`src/rtl/hdlc_rxbuf_ctrl.sv`:
```
// HDLC receive-buffer readout controller.
// On a receiver end-of-frame interrupt, reads the frame length slot, then the
// frame bytes from address 0, runs CRC-16/X.25 over every byte and streams the
// payload on a valid/ready port. One interrupt can be queued while busy; any
// further ones are counted as dropped.
// Optional build macro: HDLC_RXBUF_FCS_PASS_EN streams the two FCS bytes as well.
//
// state    | meaning
// IDLE     | waiting for an interrupt event or a pending interrupt
// RD_LEN   | read strobe on the length slot
// WAIT_LEN | latch length, seed CRC, reject short frames
// ISSUE    | read strobe on frame byte idx
// CAPT     | fold byte into CRC, load output byte if it is to be streamed
// STREAM   | hold output byte until the sink accepts it
// NEXT     | advance idx, loop or finish
// CHECK    | compare CRC against the good-frame residual
// DONE     | one-cycle completion pulse, status updated
module hdlc_rxbuf_ctrl #(
    parameter logic [8:0]  LEN_ADDR = 9'd511,
    parameter logic [7:0]  MIN_LEN  = 8'd3,
    parameter logic [15:0] CRC_RES  = 16'hF0B8
) (
    input  logic       clkr,
    input  logic       rst,
    input  logic       rx_int,
    output logic       ram_rd_en,
    output logic [8:0] ram_rd_addr,
    input  logic [7:0] ram_rd_data,
    output logic [7:0] m_data,
    output logic       m_valid,
    input  logic       m_ready,
    output logic       m_last,
    output logic       frame_done,
    output logic       frame_ok,
    output logic       frame_err,
    output logic       busy,
    output logic [7:0] drop_cnt
);

    typedef enum logic [3:0] {
        IDLE, RD_LEN, WAIT_LEN, ISSUE, CAPT, STREAM, NEXT, CHECK, DONE
    } state_t;

    state_t      state_q, state_d;
    logic        rx_q;
    logic        pend_q, pend_d;
    logic [7:0]  drop_q, drop_d;
    logic [7:0]  len_q, len_d;
    logic [7:0]  idx_q, idx_d;
    logic [15:0] crc_q, crc_d;
    logic [7:0]  mdata_q, mdata_d;
    logic        mlast_q, mlast_d;
    logic        ok_q, ok_d;
    logic        ferr_q, ferr_d;
    logic        event_w;

    // Reflected CRC-16 (poly 0x8408), one byte LSB first.
    function automatic logic [15:0] crc_byte(input logic [15:0] c, input logic [7:0] d);
        logic [15:0] r;
        r = c ^ {8'h00, d};
        for (int i = 0; i < 8; i++)
            r = r[0] ? ((r >> 1) ^ 16'h8408) : (r >> 1);
        return r;
    endfunction

    assign event_w = rx_int & ~rx_q;

    // State and datapath registers; reset aborts any frame in flight.
    always_ff @(posedge clkr or posedge rst) begin
        if (rst) begin
            state_q <= IDLE;
            rx_q    <= 1'b0;
            pend_q  <= 1'b0;
            drop_q  <= 8'h00;
            len_q   <= 8'h00;
            idx_q   <= 8'h00;
            crc_q   <= 16'hFFFF;
            mdata_q <= 8'h00;
            mlast_q <= 1'b0;
            ok_q    <= 1'b0;
            ferr_q  <= 1'b0;
        end else begin
            state_q <= state_d;
            rx_q    <= rx_int;
            pend_q  <= pend_d;
            drop_q  <= drop_d;
            len_q   <= len_d;
            idx_q   <= idx_d;
            crc_q   <= crc_d;
            mdata_q <= mdata_d;
            mlast_q <= mlast_d;
            ok_q    <= ok_d;
            ferr_q  <= ferr_d;
        end
    end

    // Next-state, interrupt queueing and RAM read strobes.
    always_comb begin
        state_d     = state_q;
        pend_d      = pend_q;
        drop_d      = drop_q;
        len_d       = len_q;
        idx_d       = idx_q;
        crc_d       = crc_q;
        mdata_d     = mdata_q;
        mlast_d     = mlast_q;
        ok_d        = ok_q;
        ferr_d      = ferr_q;
        ram_rd_en   = 1'b0;
        ram_rd_addr = 9'h000;

        // DONE still counts as busy, so an event there lands in pending.
        if (event_w && state_q != IDLE) begin
            if (!pend_q)
                pend_d = 1'b1;
            else if (drop_q != 8'hFF)
                drop_d = drop_q + 8'd1;
        end

        case (state_q)
            IDLE: begin
                if (event_w || pend_q) begin
                    state_d = RD_LEN;
                    // Serve pending first; a simultaneous new event re-queues.
                    if (pend_q)
                        pend_d = event_w;
                end
            end
            RD_LEN: begin
                ram_rd_en   = 1'b1;
                ram_rd_addr = LEN_ADDR;
                state_d     = WAIT_LEN;
            end
            WAIT_LEN: begin
                len_d = ram_rd_data;
                idx_d = 8'h00;
                crc_d = 16'hFFFF;
                if (ram_rd_data < MIN_LEN) begin
                    ok_d    = 1'b0;
                    ferr_d  = 1'b1;
                    state_d = DONE;
                end else begin
                    state_d = ISSUE;
                end
            end
            ISSUE: begin
                ram_rd_en   = 1'b1;
                ram_rd_addr = {1'b0, idx_q};
                state_d     = CAPT;
            end
            CAPT: begin
                crc_d = crc_byte(crc_q, ram_rd_data);
`ifdef HDLC_RXBUF_FCS_PASS_EN
                mdata_d = ram_rd_data;
                mlast_d = (idx_q == len_q - 8'd1);
                state_d = STREAM;
`else
                if (idx_q < len_q - 8'd2) begin
                    mdata_d = ram_rd_data;
                    mlast_d = (idx_q == len_q - 8'd3);
                    state_d = STREAM;
                end else begin
                    state_d = NEXT;
                end
`endif
            end
            STREAM: begin
                if (m_ready)
                    state_d = NEXT;
            end
            NEXT: begin
                idx_d   = idx_q + 8'd1;
                state_d = (idx_q == len_q - 8'd1) ? CHECK : ISSUE;
            end
            CHECK: begin
                ok_d    = (crc_q == CRC_RES);
                ferr_d  = (crc_q != CRC_RES);
                state_d = DONE;
            end
            DONE: begin
                state_d = IDLE;
            end
            default: begin
                state_d = IDLE;
            end
        endcase
    end

    assign m_valid    = (state_q == STREAM);
    assign m_last     = (state_q == STREAM) & mlast_q;
    assign m_data     = mdata_q;
    assign frame_done = (state_q == DONE);
    assign frame_ok   = ok_q;
    assign frame_err  = ferr_q;
    assign busy       = (state_q != IDLE);
    assign drop_cnt   = drop_q;

endmodule
```
`config.mk`:
```
export PLATFORM = sky130hd
export DESIGN_NAME = hdlc_rxbuf_ctrl
export DESIGN_NICKNAME = d
export VERILOG_FILES = /design/src/rtl/hdlc_rxbuf_ctrl.sv
export SDC_FILE = /design/constraint.sdc
export NUM_CORES = 1
export LEC_CHECK = 0
export ABC_CLOCK_PERIOD_IN_PS = 2200
export CAP_MARGIN = 40
export CORE_MARGIN = 5
export CORE_UTILIZATION = 50
export DETAILED_ROUTE_END_ITERATION = 12
export GPL_ROUTABILITY_DRIVEN = 0
export PLACE_DENSITY = 0.8
export SYNTH_ARGS = -nofsm -noshare
export SYNTH_HDL_FRONTEND = slang
export SYNTH_SLANG_ARGS = --single-unit
```
`constraint.sdc`:
```
create_clock -name clkr -period 2.2 [get_ports clkr]
set_input_delay 0.44 -clock clkr [delete_from_list [all_inputs] [get_ports clkr]]
set_output_delay 0.44 -clock clkr [all_outputs]
set_load 0.005 [all_outputs]
```
==> impl_summary.log, run 1 <==
[metrics] CP endpoint kind: output pin
[metrics] summed instance area of the synthesized netlist: 3410 um2
[metrics] Worst Setup Path Type: reg2out
[metrics] sequential element share of the synthesized area: between 40% and 50%
[metrics] via/cell ratio: 5.69
[metrics] power density of the placed cells: between 1000 and 1500 nW/um2
[metrics] Worst-Skew Late Latency: approximately 0.34 ns
[metrics] clock tree from TritonCTS: built
[metrics] status: finished, violations left
[metrics] combinational family with the most area after synthesis: simple AND/OR/NAND/NOR gates
[metrics] Routed Antenna Nets: 0
[metrics] Post-route DRC: 0
[metrics] Initial Utilization: just over 50%
[metrics] Core Rows: 30
[metrics] Final nets: 456
[metrics] number of iterations in the first detailed-routing pass: 4
[metrics] post-synth cell types: 56
[metrics] share of the cycle needed by the critical path after routing: 104%
[metrics] number of flops mapped to enable cells by yosys: 0
[metrics] area growth from synthesis to layout: 35.2%
[metrics] Worst-path clk slew: 0.07 ns
[metrics] transition at the pin with the smallest max-transition slack: about 0.41 ns
[metrics] die area: 8570 um2
[metrics] compound-cell area share of the yosys netlist: approximately 11%
[metrics] number of antenna violations at the first check in global routing: 0
[metrics] worst-path maximum fanout: 12
[metrics] leakage: 1.97 nW
[metrics] drt wl/cell: 16.7 um
[metrics] adder-cell share of the synthesized area: 5.80%
[metrics] final wirelength: 8580 um
[metrics] minimum hold slack: around 0.47 ns
[metrics] number of nets produced by synthesis: 370
[metrics] area of the multi-input gates: 1950 um2
[metrics] Clk Tree Root Cell: sky130_fd_sc_hd__clkbuf_8
[metrics] total chip power: ~6.3 mW
[metrics] fin. max-slew vios: 0
[metrics] shortest period the worst path allows: 2.29 ns
[metrics] total negative setup slack: -0.750 ns
[metrics] failing checks: negative setup slack
[metrics] Filler Cell Count: 505
[metrics] share of layout cells above drive strength 1: 28.1%
[metrics] maximum achievable frequency: 438 MHz
[metrics] clock buffers created by TritonCTS: 9
[metrics] post-detailed-placement cell area: 4230 um2
[metrics] Die Y: a little over 90 um
[metrics] flip-flop cell with the highest count after synthesis: sky130_fd_sc_hd__dfrtp_1
[metrics] remaining global-route overflow: 0
[metrics] total global-route track usage: 20.8%
[metrics] # setup viols final: 12
[metrics] storage element area: 1450 um2
[metrics] count of port buffers added during placement: 43
[metrics] Yosys warnings: 0
[metrics] worst endpoint required time: 1.76 ns
[metrics] worst-case setup margin in the final layout: -0.0854 ns
[metrics] post-route clock skew: 0.00661 ns
[metrics] final hold vios: 0
[metrics] maximum clock insertion buffer count: 2
[metrics] Mean Syn Cell Area: around 9.9 um2
[metrics] worst slew margin relative to its limit: between 70 and 80%
[metrics] dpl ws: -0.127 ns
[metrics] simple-gate area share of the yosys netlist: around 18%
[metrics] Detailed Route Iter0 Violations: 197
[metrics] max-capacitance violation count: 0
[metrics] via count of the first global-routing pass: 2,970
[metrics] DIE WIDTH: 92.6 um
[metrics] deepest level of the CTS H-tree: 3
[metrics] ant diodes: 0
[metrics] core region area: 6720 um2
[metrics] count of hold-fix buffers inserted at cts: 0
[metrics] Arr. time, crit path: 1.85 ns
[metrics] Max rail drop VDD: ~760 uV
[metrics] #FFs+latches synth: 57
[metrics] CTS sink count: 57
[metrics] wire length of the first global-routing pass: 14,200 um
[metrics] proportion of synthesized area in mux cells: 4.74%
[metrics] asr flop ratio synth: 100%
[metrics] routed via count: 2,926
[metrics] startpoint types: register
[metrics] number of top-level design ports: 44
[metrics] type of the tightest min-delay check: in2async
[metrics] Synth Instances: 343
[metrics] maximum number of pins on one net before global-route repair: 58
[metrics] detailed placer's ending HPWL: 6030 um
[metrics] cell area after layout: 4610 um2
[metrics] Synth Area in XOR/XNOR: 14.1%
[metrics] setup repair after global routing missed its margin: yes
[metrics] reg-to-reg setup timing slack: -0.07 ns
[per-stage QoR]
| step | util [%] | cells |
|---|---|---|
| after detailed placement | 63.0 | 489 |
| final | 68.6 | 514 |
| after global placement | 63.0 | 489 |
| after global routing | 68.6 | 514 |
| after floorplan | - | 343 |
| after CTS | 67.2 | 507 |
[worst max-delay path, cell delays in order, from the launching register on]
cell,delay (ns)
sky130_fd_sc_hd__dfrtp_1,0.39
sky130_fd_sc_hd__buf_6,0.16
sky130_fd_sc_hd__nor4bb_4,0.30
sky130_fd_sc_hd__buf_4,0.15
sky130_fd_sc_hd__clkdlybuf4s50_1,0.49
[state kept, by name, summed over array words and instances (netlist names), 4 cells and up]
| register | flops |
|---|---|
| m_data | 8 |
| len_q | 8 |
| idx_q | 8 |
| drop_cnt | 8 |
| state_q | 4 |
| crc_q | 16 |
[layer usage]
layer,global-route usage [%],routed length (um)
met5,0,0
met4,6.93,147
met3,4.96,577
met2,34.6,4260
met1,26.7,3600
[synth_stat cells (4+ instances only)]
| cell type | number | area share [%] |
|---|---|---|
| sky130_fd_sc_hd__a31oi_1 | 4 | 0.73 |
| sky130_fd_sc_hd__a21oi_1 | 23 | 3.4 |
| sky130_fd_sc_hd__nand2_1 | 25 | 2.8 |
| sky130_fd_sc_hd__nor2_1 | 18 | 2.0 |
| sky130_fd_sc_hd__dfstp_2 | 16 | 12 |
| sky130_fd_sc_hd__dfrtp_1 | 41 | 30 |
| sky130_fd_sc_hd__nand3_1 | 6 | 0.88 |
| sky130_fd_sc_hd__nor3_1 | 16 | 2.3 |
| sky130_fd_sc_hd__xor2_1 | 15 | 3.9 |
| sky130_fd_sc_hd__xnor2_1 | 40 | 10 |
| sky130_fd_sc_hd__ha_1 | 15 | 5.5 |
| sky130_fd_sc_hd__clkbuf_1 | 9 | 0.99 |
| sky130_fd_sc_hd__mux2_2 | 13 | 4.3 |
| sky130_fd_sc_hd__o21ai_0 | 15 | 2.2 |
| sky130_fd_sc_hd__buf_2 | 6 | 0.88 |
| sky130_fd_sc_hd__nand4_1 | 7 | 1.3 |
| sky130_fd_sc_hd__or4_1 | 5 | 1.1 |
| sky130_fd_sc_hd__inv_1 | 17 | 1.9 |
[timing repair]
action / 4_1_cts / 5_1_grt
buffers inserted: 3 / 7
pin swaps: 11 / 7
resized for setup: 23 / 17
setup endpoints to repair: 25 / 17
[layout make-up]
class                      count  share of cell area, %
multi-input combinational    253                   42.3
sequential                    57                   31.5
timing repair buffer          91                   17.9
clock buffer                  11                   3.07
tap                           80                   2.17
clock inverter                 5                   1.71
inverter                      17                   1.38
[where the power goes]
| group | switching [mW] | internal, mW | leakage, nW |
|---|---|---|---|
| clock | 0.432 | 0.667 | 0.113 |
| sequential | 0.379 | 1.48 | 0.682 |
| combinational | 1.59 | 1.76 | 1.17 |
[worst paths after layout]
kind | start | cells after the start | endpoint
setup / recovery | state_q[3] | 4 | m_valid
hold / removal | rst | 3 | drop_cnt[3]
setup reg to reg | len_q[4] | 9 | m_data[3]
hold reg to reg | drop_cnt[4] | 1 | drop_cnt[4]
max in group asynchronous | rst | 3 | crc_q[5]
min in group clkr | drop_cnt[4] | 1 | drop_cnt[4]
[kinds of logic after synthesis]
family / count (synthesis)
buf+inv: 33
mux: 14
compound gates: 61
flops: 57
fa+ha+maj: 16
simple gates: 107
xor+xnor: 55
[layout by cell type (no fill, tap or decap), types with 10 or more instances in the layout]
cell type / count
sky130_fd_sc_hd__xor2_1: 15
sky130_fd_sc_hd__ha_1: 14
sky130_fd_sc_hd__nor3_1: 15
sky130_fd_sc_hd__buf_4: 42
sky130_fd_sc_hd__xnor2_1: 40
sky130_fd_sc_hd__nand2_1: 24
sky130_fd_sc_hd__dfstp_2: 16
sky130_fd_sc_hd__clkdlybuf4s50_1: 30
sky130_fd_sc_hd__inv_1: 14
sky130_fd_sc_hd__clkbuf_8: 10
sky130_fd_sc_hd__a21oi_1: 21
sky130_fd_sc_hd__dfrtp_1: 37
sky130_fd_sc_hd__nor2_1: 18
sky130_fd_sc_hd__o21ai_0: 15
sky130_fd_sc_hd__mux2_2: 13
(Power assumes the default switching activity.)
==> run 2: changes to the inputs <==
ABC_AREA = 1   (was default)
CORE_UTILIZATION = 43   (was 50)
CTS_CLUSTER_DIAMETER = 100   (was default)
PLACE_DENSITY = 0.7   (was 0.8)
==> impl_summary.log, run 2 <==
[metrics] Core Rows: 34
[metrics] Yosys warnings: 0
[metrics] Final nets: 596
[metrics] Worst Setup Path Type: reg2out
[metrics] die area: between 10,000 and 15,000 um2
[metrics] worst-path maximum fanout: 5
[metrics] number of top-level design ports: 44
[metrics] ant diodes: 0
[metrics] drt wl/cell: 13.1 um
[metrics] summed instance area of the synthesized netlist: 3730 um2
[metrics] maximum number of pins on one net before global-route repair: 44
[metrics] fin. max-slew vios: 0
[metrics] CP endpoint kind: output pin
[metrics] CTS sink count: 57
[metrics] remaining global-route overflow: 0
[metrics] post-synth cell types: 35
[metrics] number of antenna violations at the first check in global routing: 0
[metrics] clock tree from TritonCTS: built
[metrics] worst endpoint required time: 1.76 ns
[metrics] number of flops mapped to enable cells by yosys: 0
[metrics] sequential element share of the synthesized area: 38.7%
[metrics] maximum clock insertion buffer count: 2
[metrics] minimum hold slack: approximately 0.38 ns
[metrics] Detailed Route Iter0 Violations: 155
[metrics] wire length of the first global-routing pass: 14,600 um
[metrics] Initial Utilization: 43.4%
[metrics] Worst-Skew Late Latency: 0.34 ns
[metrics] #FFs+latches synth: 57
[metrics] DIE WIDTH: slightly above 100 um
[metrics] asr flop ratio synth: 100%
[metrics] leakage: 2.40 nW
[metrics] # setup viols final: 0
[metrics] number of iterations in the first detailed-routing pass: 5
[metrics] dominant cell by count in the synthesized netlist: sky130_fd_sc_hd__nand2_1
[metrics] Arr. time, crit path: 1.69 ns
[metrics] Max rail drop VDD: around 710 uV
[metrics] flip-flop cell with the highest count after synthesis: sky130_fd_sc_hd__dfrtp_1
[metrics] share of the cycle needed by the critical path after routing: 96.9%
[metrics] Layout Utilization: 54.6%
[metrics] share of layout cells above drive strength 1: 15.9%
[metrics] post-route clock skew: 0.00965 ns
[metrics] Synth Instances: 503
[metrics] compound-cell area share of the yosys netlist: between 10% and 20%
[metrics] depth of the worst register-to-register path: 12
[metrics] Clk Tree Root Cell: sky130_fd_sc_hd__clkbuf_8
[metrics] transition at the pin with the smallest max-transition slack: around 0.78 ns
[metrics] final hold vios: 0
[metrics] deepest level of the CTS H-tree: 3
[metrics] worst slew margin relative to its limit: between 40% and 50%
[metrics] total chip power: 6.39 mW
[metrics] routed via count: 3,366
[metrics] max reg flops: 16
[metrics] top cells by instance count after synthesis: sky130_fd_sc_hd__nand2_1 (135), sky130_fd_sc_hd__inv_1 (84), sky130_fd_sc_hd__nor2_1 (47)
[metrics] Reg with most FFs: crc_q
[metrics] Synth Area in XOR/XNOR: between 7 and 8%
[metrics] core region area: about 8600 um2
[metrics] maximum achievable frequency: 469 MHz
[metrics] detailed placer's ending HPWL: 6870 um
[metrics] type of the tightest min-delay check: in2async
[metrics] combinational family with the most area after synthesis: simple AND/OR/NAND/NOR gates
[metrics] total global-route track usage: 17.5%
[metrics] commonest non-fill, non-tap cell in the layout: sky130_fd_sc_hd__nand2_1
[metrics] adder-cell share of the synthesized area: 5.03%
[metrics] total negative setup slack: 0 ns
[metrics] status: completed
[metrics] clock buffers created by TritonCTS: 9
[metrics] fraction of synthesized cell area taken by the top area cell type: between 20% and 30%
[metrics] dpl ws: 0.0762 ns
[metrics] Mean Syn Cell Area: 7.42 um2
[metrics] via count of the first global-routing pass: approximately 3,200
[metrics] leading cell types in the layout, fill and taps excluded: sky130_fd_sc_hd__nand2_1 (135), sky130_fd_sc_hd__inv_1 (81), sky130_fd_sc_hd__nor2_1 (42)
[metrics] area growth from synthesis to layout: 25.6%
[metrics] max-capacitance violation count: 0
[metrics] count of port buffers added during placement: 43
[metrics] worst-case setup margin in the final layout: about 0.069 ns
[metrics] Die Y: 103 um
[metrics] Worst-path clk slew: 0.07 ns
[metrics] via/cell ratio: 4.94
[metrics] setup repair after global routing missed its margin: no
[metrics] shortest period the worst path allows: 2.13 ns
[metrics] number of nets produced by synthesis: 530
[metrics] Routed Antenna Nets: 0
[metrics] dominant cells by area after synthesis: sky130_fd_sc_hd__dfrtp_1 (27%), sky130_fd_sc_hd__nand2_1 (14%), sky130_fd_sc_hd__dfstp_2 (11%)
[metrics] cell type with the largest total area after synthesis: sky130_fd_sc_hd__dfrtp_1
[metrics] simple-gate area share of the yosys netlist: 27.0%
[metrics] startpoint types: register
[metrics] power density of the placed cells: 1360 nW/um2
[metrics] final wirelength: 8900 um
[metrics] Post-route DRC: 0
[metrics] proportion of synthesized area in mux cells: 0%
-- run 2: through the flow --
step,instances,instance area (um2)
after global placement,664,4400
after CTS,680,4630
after global routing,682,4690
after floorplan,503,3730
after detailed placement,664,4400
final,682,4690
-- run 2: final cells by class --
cell class	count	area, um2
clock buffers	12	155
clock inverters	4	76.3
well taps	108	135
flip-flops and latches	57	1450
repair buffers	64	606
inverters	88	330
multi-input cells	349	1940
fillers	812	3910
-- run 2: per-layer routing --
metal	wire length (um)	vias to the layer above	track usage, %	share of wire, %
li1	-	1703	-	-
met1	4040	1572	22.0	45
met2	4340	78	29.9	49
met3	374	13	4.02	4.2
met4	146	0	5.58	1.6
met5	0	-	0	0
-- run 2: cell families (layout without fill, tap and decap cells) --
kind of cell / Yosys count / after routing
compound gates: 63 / 63
fa+ha+maj: 15 / 15
simple gates: 237 / 237
flops: 57 / 57
xor+xnor: 34 / 34
buf+inv: 97 / 168
-- run 2: path summary, 6_finish.rpt --
check | startpoint | to | slack, ns
max in group asynchronous | rst | crc_q[10] | 1.21
worst max register to register | len_q[4] | m_data[5] | 0.15
min in group clkr | m_data[5] | m_data[5] | 0.49
worst min-delay path | rst | drop_cnt[0] | 0.38
worst max-delay path | state_q[1] | ram_rd_addr[8] | 0.07
worst min register to register | m_data[5] | m_data[5] | 0.49
-- run 2: where the power goes --
group          internal [mW]  switching (mW)
combinational           1.50            1.89
sequential              1.52           0.349
clock                  0.702           0.432
-- run 2: critical path, cell delays in order (launching register included) --
cell and delay [ns]:
sky130_fd_sc_hd__dfrtp_1 0.43, sky130_fd_sc_hd__inv_1 0.20, sky130_fd_sc_hd__nand3_1 0.16, sky130_fd_sc_hd__inv_1 0.07, sky130_fd_sc_hd__clkdlybuf4s50_1 0.50
-- run 2: timing repair --
action,CTS,global route
setup endpoints to repair,11,12
resized for setup,12,11
pin swaps,1,2
cloned,0,0
hold buffers,0,0
setup buffers,0,2
